[src/rtl/mem_bus_pkg.sv]
`default_nettype none
// +------------------------------------------------------------------+
// | mem_bus_pkg                                                      |
// | Shared widths, read-owner encoding and RAM latency for the       |
// | CPU/DMA memory arbiter.                                          |
// | Rev 1.0                                                          |
// +------------------------------------------------------------------+
package mem_bus_pkg;

    localparam int AW_DEFAULT     = 16;
    localparam int DW_DEFAULT     = 8;
    localparam int RAM_RD_LATENCY = 1;

    typedef logic [1:0] owner_t;

    localparam owner_t OWN_NONE = 2'd0;
    localparam owner_t OWN_CPU  = 2'd1;
    localparam owner_t OWN_DMA  = 2'd2;

    function automatic owner_t read_owner(input logic cpu_win, input logic cpu_rw,
                                          input logic dma_win, input logic dma_rw);
        owner_t own;
        own = OWN_NONE;
        if (dma_win && dma_rw) begin
            own = OWN_DMA;
        end else if (cpu_win && cpu_rw) begin
            own = OWN_CPU;
        end
        return own;
    endfunction

endpackage : mem_bus_pkg
`default_nettype wire

[src/rtl/mem_arbiter_if.sv]
`default_nettype none
// +------------------------------------------------------------------+
// | mem_arbiter_if                                                   |
// | CPU bus, floppy DMA port and RAM macro signals of the arbiter.   |
// | Rev 1.0                                                          |
// +------------------------------------------------------------------+
interface mem_arbiter_if
    import mem_bus_pkg::*;
#(
    parameter int AW = AW_DEFAULT,
    parameter int DW = DW_DEFAULT
);
    logic          cpu_req;
    logic [AW-1:0] cpu_addr;
    logic [DW-1:0] cpu_wdata;
    logic          cpu_rw;
    logic          cpu_rdy;
    logic [DW-1:0] cpu_rdata;

    logic          dma_req;
    logic [AW-1:0] dma_addr;
    logic [DW-1:0] dma_wdata;
    logic          dma_rw;
    logic          dma_gnt;
    logic          dma_rvalid;
    logic [DW-1:0] dma_rdata;

    logic          mem_en;
    logic          mem_we;
    logic [AW-1:0] mem_addr;
    logic [DW-1:0] mem_wdata;
    logic [DW-1:0] mem_rdata;

    // Arbiter side
    modport slave (
        input  cpu_req, cpu_addr, cpu_wdata, cpu_rw,
        output cpu_rdy, cpu_rdata,
        input  dma_req, dma_addr, dma_wdata, dma_rw,
        output dma_gnt, dma_rvalid, dma_rdata,
        output mem_en, mem_we, mem_addr, mem_wdata,
        input  mem_rdata
    );

    // Masters plus RAM side
    modport master (
        output cpu_req, cpu_addr, cpu_wdata, cpu_rw,
        input  cpu_rdy, cpu_rdata,
        output dma_req, dma_addr, dma_wdata, dma_rw,
        input  dma_gnt, dma_rvalid, dma_rdata,
        input  mem_en, mem_we, mem_addr, mem_wdata,
        output mem_rdata
    );

endinterface : mem_arbiter_if
`default_nettype wire

[src/rtl/mem_arbiter_wait_counter.sv]
`default_nettype none
// +------------------------------------------------------------------+
// | arb_wait_counter                                                 |
// | Counts contested cycles lost by DMA; raises force_gnt at limit.  |
// | Rev 1.0                                                          |
// +------------------------------------------------------------------+
module arb_wait_counter #(
    parameter int MAX_WAIT = 4
) (
    input  wire  clk,
    input  wire  rstn,
    input  wire  dma_req,
    input  wire  cpu_win,
    input  wire  dma_gnt,
    output logic force_gnt
);

    localparam logic [3:0] c_max_wait = 4'(MAX_WAIT);

    logic [3:0] r_wait_cnt;

    always_ff @(posedge clk) begin
        if (!rstn) begin
            r_wait_cnt <= 4'd0;
        end else if (dma_gnt || !dma_req) begin
            r_wait_cnt <= 4'd0;
        end else if (cpu_win && (r_wait_cnt != c_max_wait)) begin
            r_wait_cnt <= r_wait_cnt + 4'd1;
        end
    end

    assign force_gnt = (r_wait_cnt == c_max_wait);

endmodule : arb_wait_counter
`default_nettype wire

[src/rtl/mem_arbiter.sv]
`default_nettype none
// +------------------------------------------------------------------+
// | mem_arbiter                                                      |
// | Shares one 1-cycle-latency RAM between the 6502 bus and floppy   |
// | DMA; CPU has priority, DMA gets idle or forced stolen cycles.    |
// | Rev 1.0                                                          |
// +------------------------------------------------------------------+
module mem_arbiter
    import mem_bus_pkg::*;
#(
    parameter int AW           = AW_DEFAULT,
    parameter int DW           = DW_DEFAULT,
    parameter int DMA_MAX_WAIT = 4
) (
    input wire           clk,
    input wire           rstn,
    mem_arbiter_if.slave bus
);

    logic   w_force;
    logic   w_dma_win;
    logic   w_cpu_win;
    owner_t w_rd_issue;

    owner_t        r_rd_pipe [RAM_RD_LATENCY];
    logic [DW-1:0] r_cpu_rdata;
    logic [DW-1:0] r_dma_rdata;
    logic          r_dma_rvalid;

    arb_wait_counter #(
        .MAX_WAIT (DMA_MAX_WAIT)
    ) u_wait_counter (
        .clk       (clk),
        .rstn      (rstn),
        .dma_req   (bus.dma_req),
        .cpu_win   (w_cpu_win),
        .dma_gnt   (w_dma_win),
        .force_gnt (w_force)
    );

    // Gating with rstn keeps every grant and strobe quiet during reset.
    assign w_dma_win  = rstn & bus.dma_req & (~bus.cpu_req | w_force);
    assign w_cpu_win  = rstn & bus.cpu_req & ~w_dma_win;
    assign w_rd_issue = read_owner(w_cpu_win, bus.cpu_rw, w_dma_win, bus.dma_rw);

    always_comb begin
        bus.cpu_rdy   = ~(bus.cpu_req & w_dma_win);
        bus.dma_gnt   = w_dma_win;
        bus.mem_en    = 1'b0;
        bus.mem_we    = 1'b0;
        bus.mem_addr  = bus.cpu_addr;
        bus.mem_wdata = bus.cpu_wdata;
        if (!rstn) begin
            bus.mem_addr  = '0;
            bus.mem_wdata = '0;
        end else if (w_dma_win) begin
            bus.mem_en    = 1'b1;
            bus.mem_we    = ~bus.dma_rw;
            bus.mem_addr  = bus.dma_addr;
            bus.mem_wdata = bus.dma_wdata;
        end else if (w_cpu_win) begin
            bus.mem_en = 1'b1;
            bus.mem_we = ~bus.cpu_rw;
        end
    end

    // The last pipe stage names who owns the data now on mem_rdata.
    always_ff @(posedge clk) begin
        if (!rstn) begin
            for (int i = 0; i < RAM_RD_LATENCY; i++) begin
                r_rd_pipe[i] <= OWN_NONE;
            end
            r_cpu_rdata  <= '0;
            r_dma_rdata  <= '0;
            r_dma_rvalid <= 1'b0;
        end else begin
            r_rd_pipe[0] <= w_rd_issue;
            for (int i = 1; i < RAM_RD_LATENCY; i++) begin
                r_rd_pipe[i] <= r_rd_pipe[i-1];
            end
            r_dma_rvalid <= (r_rd_pipe[RAM_RD_LATENCY-1] == OWN_DMA);
            if (r_rd_pipe[RAM_RD_LATENCY-1] == OWN_CPU) begin
                r_cpu_rdata <= bus.mem_rdata;
            end
            if (r_rd_pipe[RAM_RD_LATENCY-1] == OWN_DMA) begin
                r_dma_rdata <= bus.mem_rdata;
            end
        end
    end

    assign bus.cpu_rdata  = r_cpu_rdata;
    assign bus.dma_rdata  = r_dma_rdata;
    assign bus.dma_rvalid = r_dma_rvalid;

endmodule : mem_arbiter
`default_nettype wire

[src/flat_wrapper.sv]
// flat-port wrapper written by rule: the top's interface ports become plain ports
module mem_arbiter_flat import mem_bus_pkg::*;
#(
    parameter int AW           = AW_DEFAULT,
    parameter int DW           = DW_DEFAULT,
    parameter int DMA_MAX_WAIT = 4
)
  (clk, rstn, bus_cpu_req, bus_cpu_addr, bus_cpu_wdata, bus_cpu_rw, bus_cpu_rdy, bus_cpu_rdata, bus_dma_req, bus_dma_addr, bus_dma_wdata, bus_dma_rw, bus_dma_gnt, bus_dma_rvalid, bus_dma_rdata, bus_mem_en, bus_mem_we, bus_mem_addr, bus_mem_wdata, bus_mem_rdata);
  mem_arbiter_if #(.AW(AW), .DW(DW)) bus_i ();
  input wire clk;
  input wire rstn;
  input wire logic [$bits(bus_i.cpu_req)-1:0] bus_cpu_req;
  input wire logic [$bits(bus_i.cpu_addr)-1:0] bus_cpu_addr;
  input wire logic [$bits(bus_i.cpu_wdata)-1:0] bus_cpu_wdata;
  input wire logic [$bits(bus_i.cpu_rw)-1:0] bus_cpu_rw;
  output wire logic [$bits(bus_i.cpu_rdy)-1:0] bus_cpu_rdy;
  output wire logic [$bits(bus_i.cpu_rdata)-1:0] bus_cpu_rdata;
  input wire logic [$bits(bus_i.dma_req)-1:0] bus_dma_req;
  input wire logic [$bits(bus_i.dma_addr)-1:0] bus_dma_addr;
  input wire logic [$bits(bus_i.dma_wdata)-1:0] bus_dma_wdata;
  input wire logic [$bits(bus_i.dma_rw)-1:0] bus_dma_rw;
  output wire logic [$bits(bus_i.dma_gnt)-1:0] bus_dma_gnt;
  output wire logic [$bits(bus_i.dma_rvalid)-1:0] bus_dma_rvalid;
  output wire logic [$bits(bus_i.dma_rdata)-1:0] bus_dma_rdata;
  output wire logic [$bits(bus_i.mem_en)-1:0] bus_mem_en;
  output wire logic [$bits(bus_i.mem_we)-1:0] bus_mem_we;
  output wire logic [$bits(bus_i.mem_addr)-1:0] bus_mem_addr;
  output wire logic [$bits(bus_i.mem_wdata)-1:0] bus_mem_wdata;
  input wire logic [$bits(bus_i.mem_rdata)-1:0] bus_mem_rdata;
  assign bus_i.cpu_req = bus_cpu_req;
  assign bus_i.cpu_addr = bus_cpu_addr;
  assign bus_i.cpu_wdata = bus_cpu_wdata;
  assign bus_i.cpu_rw = bus_cpu_rw;
  assign bus_cpu_rdy = bus_i.cpu_rdy;
  assign bus_cpu_rdata = bus_i.cpu_rdata;
  assign bus_i.dma_req = bus_dma_req;
  assign bus_i.dma_addr = bus_dma_addr;
  assign bus_i.dma_wdata = bus_dma_wdata;
  assign bus_i.dma_rw = bus_dma_rw;
  assign bus_dma_gnt = bus_i.dma_gnt;
  assign bus_dma_rvalid = bus_i.dma_rvalid;
  assign bus_dma_rdata = bus_i.dma_rdata;
  assign bus_mem_en = bus_i.mem_en;
  assign bus_mem_we = bus_i.mem_we;
  assign bus_mem_addr = bus_i.mem_addr;
  assign bus_mem_wdata = bus_i.mem_wdata;
  assign bus_i.mem_rdata = bus_mem_rdata;
  mem_arbiter #(.AW(AW), .DW(DW), .DMA_MAX_WAIT(DMA_MAX_WAIT)) u_core (.clk(clk), .rstn(rstn), .bus(bus_i));
endmodule
[config.mk]
export PLATFORM = sky130hd
export DESIGN_NAME = mem_arbiter_flat
export DESIGN_NICKNAME = d
export VERILOG_FILES = /design/src/rtl/mem_bus_pkg.sv /design/src/rtl/mem_arbiter_if.sv /design/src/rtl/mem_arbiter_wait_counter.sv /design/src/rtl/mem_arbiter.sv /design/src/flat_wrapper.sv
export SDC_FILE = /design/constraint.sdc
export NUM_CORES = 1
export LEC_CHECK = 0
export CORE_ASPECT_RATIO = 0.9
export CORE_MARGIN = 4
export CORE_UTILIZATION = 37
export CTS_CLUSTER_DIAMETER = 200
export DETAILED_ROUTE_END_ITERATION = 6
export PLACE_DENSITY_LB_ADDON = 0.25
export SYNTH_ARGS = -nofsm -noshare
export SYNTH_HDL_FRONTEND = slang
export SYNTH_SLANG_ARGS = --single-unit
export TNS_END_PERCENT = 50
[constraint.sdc]
create_clock -name clk -period 3.2 [get_ports clk]
set_input_delay 0.8 -clock clk [delete_from_list [all_inputs] [get_ports clk]]
set_output_delay 0.8 -clock clk [all_outputs]
set_load 0.02 [all_outputs]
==> tab_implementation.tex <==
\begin{tabular}{lr}
\hline
Metric & Value \\
\hline
\multicolumn{2}{l}{\textbf{Setup path}} \\
Type of the setup path with the least slack & input port to primary output \\
Required @ worst endpoint & 2.40 ns \\
Setup slack of the most critical reg-to-reg path & 1.79 ns \\
Worst Reg2Reg Path Length in Cells & 6 \\
Endpoint of the most critical register-to-register path & u\_core.r\_rd\_pipe[0][1] \\
Critical R2R Launch & u\_core.u\_wait\_counter.r\_wait\_cnt[0] \\
Endpoint kind of the worst setup timing path & primary output \\
Kind of start point of the critical path & input port \\
Data arrival at the endpoint of the critical path & 2.31 ns \\
Biggest fanout along the worst timing path & 13 \\
\multicolumn{2}{l}{\textbf{Drt}} \\
\# DRC & 0 \\
Post-Route WL & 3950 um \\
Drt via density & 4.58 \\
Via count & 1513 \\
Remaining number of nets flagged by the antenna check after routing & 0 \\
Pre-Repair DR Iteration Count & 4 \\
Violation count after the first detailed-route iteration & 52 \\
Avg WL per Cell & 12.0 um \\
\multicolumn{2}{l}{\textbf{Synth}} \\
Number of flip-flops and latches in the synthesized netlist & 23 \\
Synthesized netlist cell count & 181 \\
Unique cell type count in the Yosys netlist & 26 \\
Post-synthesis async set-or-reset flop share & 0\% \\
Sequential share of the synthesized area & 32.2\% \\
Mean Syn Cell Area & 7.90 um\^{}2 \\
EDFF count, synth & 0 \\
Cell Area, Synth & 0.00143 mm\^{}2 \\
Warnings, synthesis & 0 \\
Post-synthesis net count & 245 \\
Main flop type after synthesis & sky130\_fd\_sc\_hd\_\_dfxtp\_1 \\
\multicolumn{2}{l}{\textbf{Floorplanning}} \\
Die width & 73.5 um \\
Core region area & 0.00373 mm\^{}2 \\
Die area & 0.00493 mm\^{}2 \\
Chip height & 67.0 um \\
Number of placement rows & 21 \\
Ports & 107 \\
Initial cell density of the core & 38.3\% \\
\multicolumn{2}{l}{\textbf{Timing}} \\
Number of max-slew violations in the final report & 0 \\
Number of failing setup endpoints in the final timing report & 0 \\
Minimum setup slack in the final design & 0.0861 ns \\
Period utilisation layout & 97.3\% \\
Final critical-path required period & 3.11 ns \\
Fin Clk Skew & 0.00530 ns \\
Unrepaired setup endpoints after global routing & no \\
Number of hold violations in the final report & 0 \\
Worst rel slew slack & 60.6\% \\
Slew at the pin closest to its max-slew limit & 0.589 ns \\
Sum of negative setup slack & 0 ns \\
Highest clock rate & 321 MHz \\
\multicolumn{2}{l}{\textbf{Power}} \\
Clock share of power & 24.0\% \\
Leak Pwr & 0.00115 uW \\
Fraction of power consumed by sequential logic & 41.7\% \\
Portion of total power attributed to combinational logic & 34.2\% \\
P\_sw & 193 uW \\
Pwr per Cell Area & 277 mW/mm\^{}2 \\
Worst-case vdd ir drop & 0.167 mV \\
Switching part of the total & 27.1\% \\
Cell-internal power & 519 uW \\
Total power of the final layout & 712 uW \\
\multicolumn{2}{l}{\textbf{Clocking}} \\
Clk Latency, worst-skew pair & 0.26 ns \\
Number of sinks on the clock net & 23 \\
Buffers from clock root to sink, at most & 2 \\
Library cell used as clock root buffer & sky130\_fd\_sc\_hd\_\_clkbuf\_8 \\
Clk slew on worst S/H paths & 0.07 ns \\
Number of post-CTS setup repair buffers & 0 \\
\# hold bufs at CTS & 0 \\
Maximum level of the CTS H-tree & 1 \\
Number of buffers inserted during clock tree synthesis & 3 \\
Clock tree from TritonCTS & built \\
\multicolumn{2}{l}{\textbf{Status}} \\
Run status & finished clean \\
\multicolumn{2}{l}{\textbf{Flow run}} \\
Reported max-cap violation count & 0 \\
\multicolumn{2}{l}{\textbf{Finish}} \\
Fraction of final layout cells sized beyond drive strength 1 & 5.28\% \\
Synth-to-Final Area Change & 80.1\% \\
Antenna fix cells & 0 \\
Final Net Count & 349 \\
\multicolumn{2}{l}{\textbf{Global routing}} \\
Largest net degree at the start of global routing & 33 \\
Overflow after GRT & 0 \\
Wire length of the first global-routing pass & 6190 um \\
Number of global-route vias before repair & 1415 \\
Initial antenna violation count & 0 \\
Overall fraction of global-route tracks in use & 15.9\% \\
\multicolumn{2}{l}{\textbf{Min path}} \\
Startpoint of the most critical hold path & u\_core.bus.dma\_rdata[3] \\
Type of the most critical hold path & flip-flop to flip-flop \\
Hold endpoint & u\_core.bus.dma\_rdata[3] \\
Number of instances on the worst hold path & 2 \\
\multicolumn{2}{l}{\textbf{Place}} \\
Final Wtd Congestion & 0.732 \\
Worst slack at placement & -0.212 ns \\
Port Buf Inserts & 106 \\
Detail Placement HPWL & 3260 um \\
\hline
\end{tabular}
[worst max path at each step]
stage,startpoint,end,slack (ns),cells after the start
floorplan,rstn,bus_mem_addr[0],0.73,4
global placement,bus_dma_req,bus_mem_addr[7],-0.19,5
detailed placement,bus_dma_req,bus_mem_addr[7],-0.21,5
CTS,bus_cpu_req,bus_cpu_rdy,0.001,5
global route,bus_dma_req,bus_mem_addr[7],0.03,5
finish,bus_dma_req,bus_mem_addr[7],0.09,5
[synthesized netlist by cell type, drive strengths merged, types with 2 or more instances]
library cell	instances	area share, %
nand2	65	17
mux2i	33	23
dfxtp	23	32
a21boi	9	5.0
clkbuf	9	2.4
nor2b	9	3.9
buf	5	4.3
nor2	5	1.3
inv	4	1.0
nand3	3	1.0
and2	2	0.87
ha	2	1.7
nand2b	2	0.87
[cell type report]
| class | instances | area [um^2] |
|---|---|---|
| Tap cell | 46 | 57.6 |
| Inverter | 4 | 15.0 |
| Clock buffer | 3 | 41.3 |
| Timing Repair Buffer | 113 | 1130 |
| Fill cell | 337 | 1160 |
| Clock inverter | 1 | 5.00 |
| Multi-Input combinational cell | 140 | 867 |
| Sequential cell | 23 | 460 |
[state kept, by name (all words and copies together) (netlist names)]
register,flops
u_core.bus.cpu_rdata,8
u_core.bus.dma_rdata,8
u_core.bus.dma_rvalid,1
u_core.r_rd_pipe,2
u_core.u_wait_counter.r_wait_cnt,4
[power by group through the flow]
| stage | logic (uW) | registers, uW | clock network (uW) |
|---|---|---|---|
| 2_1_floorplan | 106 | 311 | 0 |
| 3_3_place_gp | 261 | 304 | 0 |
| 3_5_place_dp | 263 | 304 | 0 |
| 4_1_cts | 247 | 297 | 177 |
| 5_1_grt | 264 | 298 | 190 |
| 6_report | 244 | 297 | 171 |
[placed cells by master (no fill, tap or decap), types with 2 or more instances in the layout]
master	instances
sky130_fd_sc_hd__buf_4	3
sky130_fd_sc_hd__mux2i_1	33
sky130_fd_sc_hd__nand2_1	65
sky130_fd_sc_hd__nor2_1	5
sky130_fd_sc_hd__nand2b_1	2
sky130_fd_sc_hd__dlygate4sd2_1	26
sky130_fd_sc_hd__dfxtp_1	23
sky130_fd_sc_hd__nor2b_1	9
sky130_fd_sc_hd__inv_1	4
sky130_fd_sc_hd__ha_1	2
sky130_fd_sc_hd__a21boi_0	8
sky130_fd_sc_hd__clkdlybuf4s50_1	78
sky130_fd_sc_hd__and2_1	2
sky130_fd_sc_hd__clkbuf_8	3
sky130_fd_sc_hd__nand3_1	3
sky130_fd_sc_hd__buf_12	4
[through the flow]
stage / hold WS, ns / instances / utilization [%] / area, um^2
6_report: 0.467 / 330 / 69.0 / 2570
4_1_cts: 0.471 / 330 / 68.9 / 2570
5_1_grt: 0.491 / 330 / 69.0 / 2570
2_1_floorplan: 0.430 / 181 / - / 1430
3_3_place_gp: 0.447 / 326 / 68.6 / 2560
3_5_place_dp: 0.457 / 326 / 68.6 / 2560
[per-layer routing]
metal	up-vias	GRT usage (%)	routed length [um]	part of all wire, %
met2	68	29.1	1930	49
met4	0	4.07	39	0.99
met5	-	0	0	0
met3	4	5.58	435	11
li1	791	-	-	-
met1	650	17.3	1550	39
[repair_timing]
action / CTS / global route
cloned: 0 / 0
endpoints found under the setup margin: 26 / 1
gates resized for setup: 26 / 1
pin swaps: 0 / 0
[critical path: stages]
cell                              delay [ns]
sky130_fd_sc_hd__clkdlybuf4s50_1        0.48
sky130_fd_sc_hd__a21boi_4               0.25
sky130_fd_sc_hd__buf_12                 0.18
sky130_fd_sc_hd__mux2i_1                0.23
sky130_fd_sc_hd__dlygate4sd2_1          0.36
[cells by family (layout without fill, tap and decap cells)]
logic type	after synthesis	after routing	share of synthesized area, %
buffers and inverters	18	121	7.70
XOR/XNOR	1	1	0.613
flip-flops	23	23	32.2
AND/OR/NAND/NOR	91	91	27.6
multiplexers	33	33	23.1
adder cells (fa/ha/maj)	2	2	1.75
AO/OA/AOI/OAI	13	13	7.00
No activity file was read; power rests on OpenSTA's default activity.
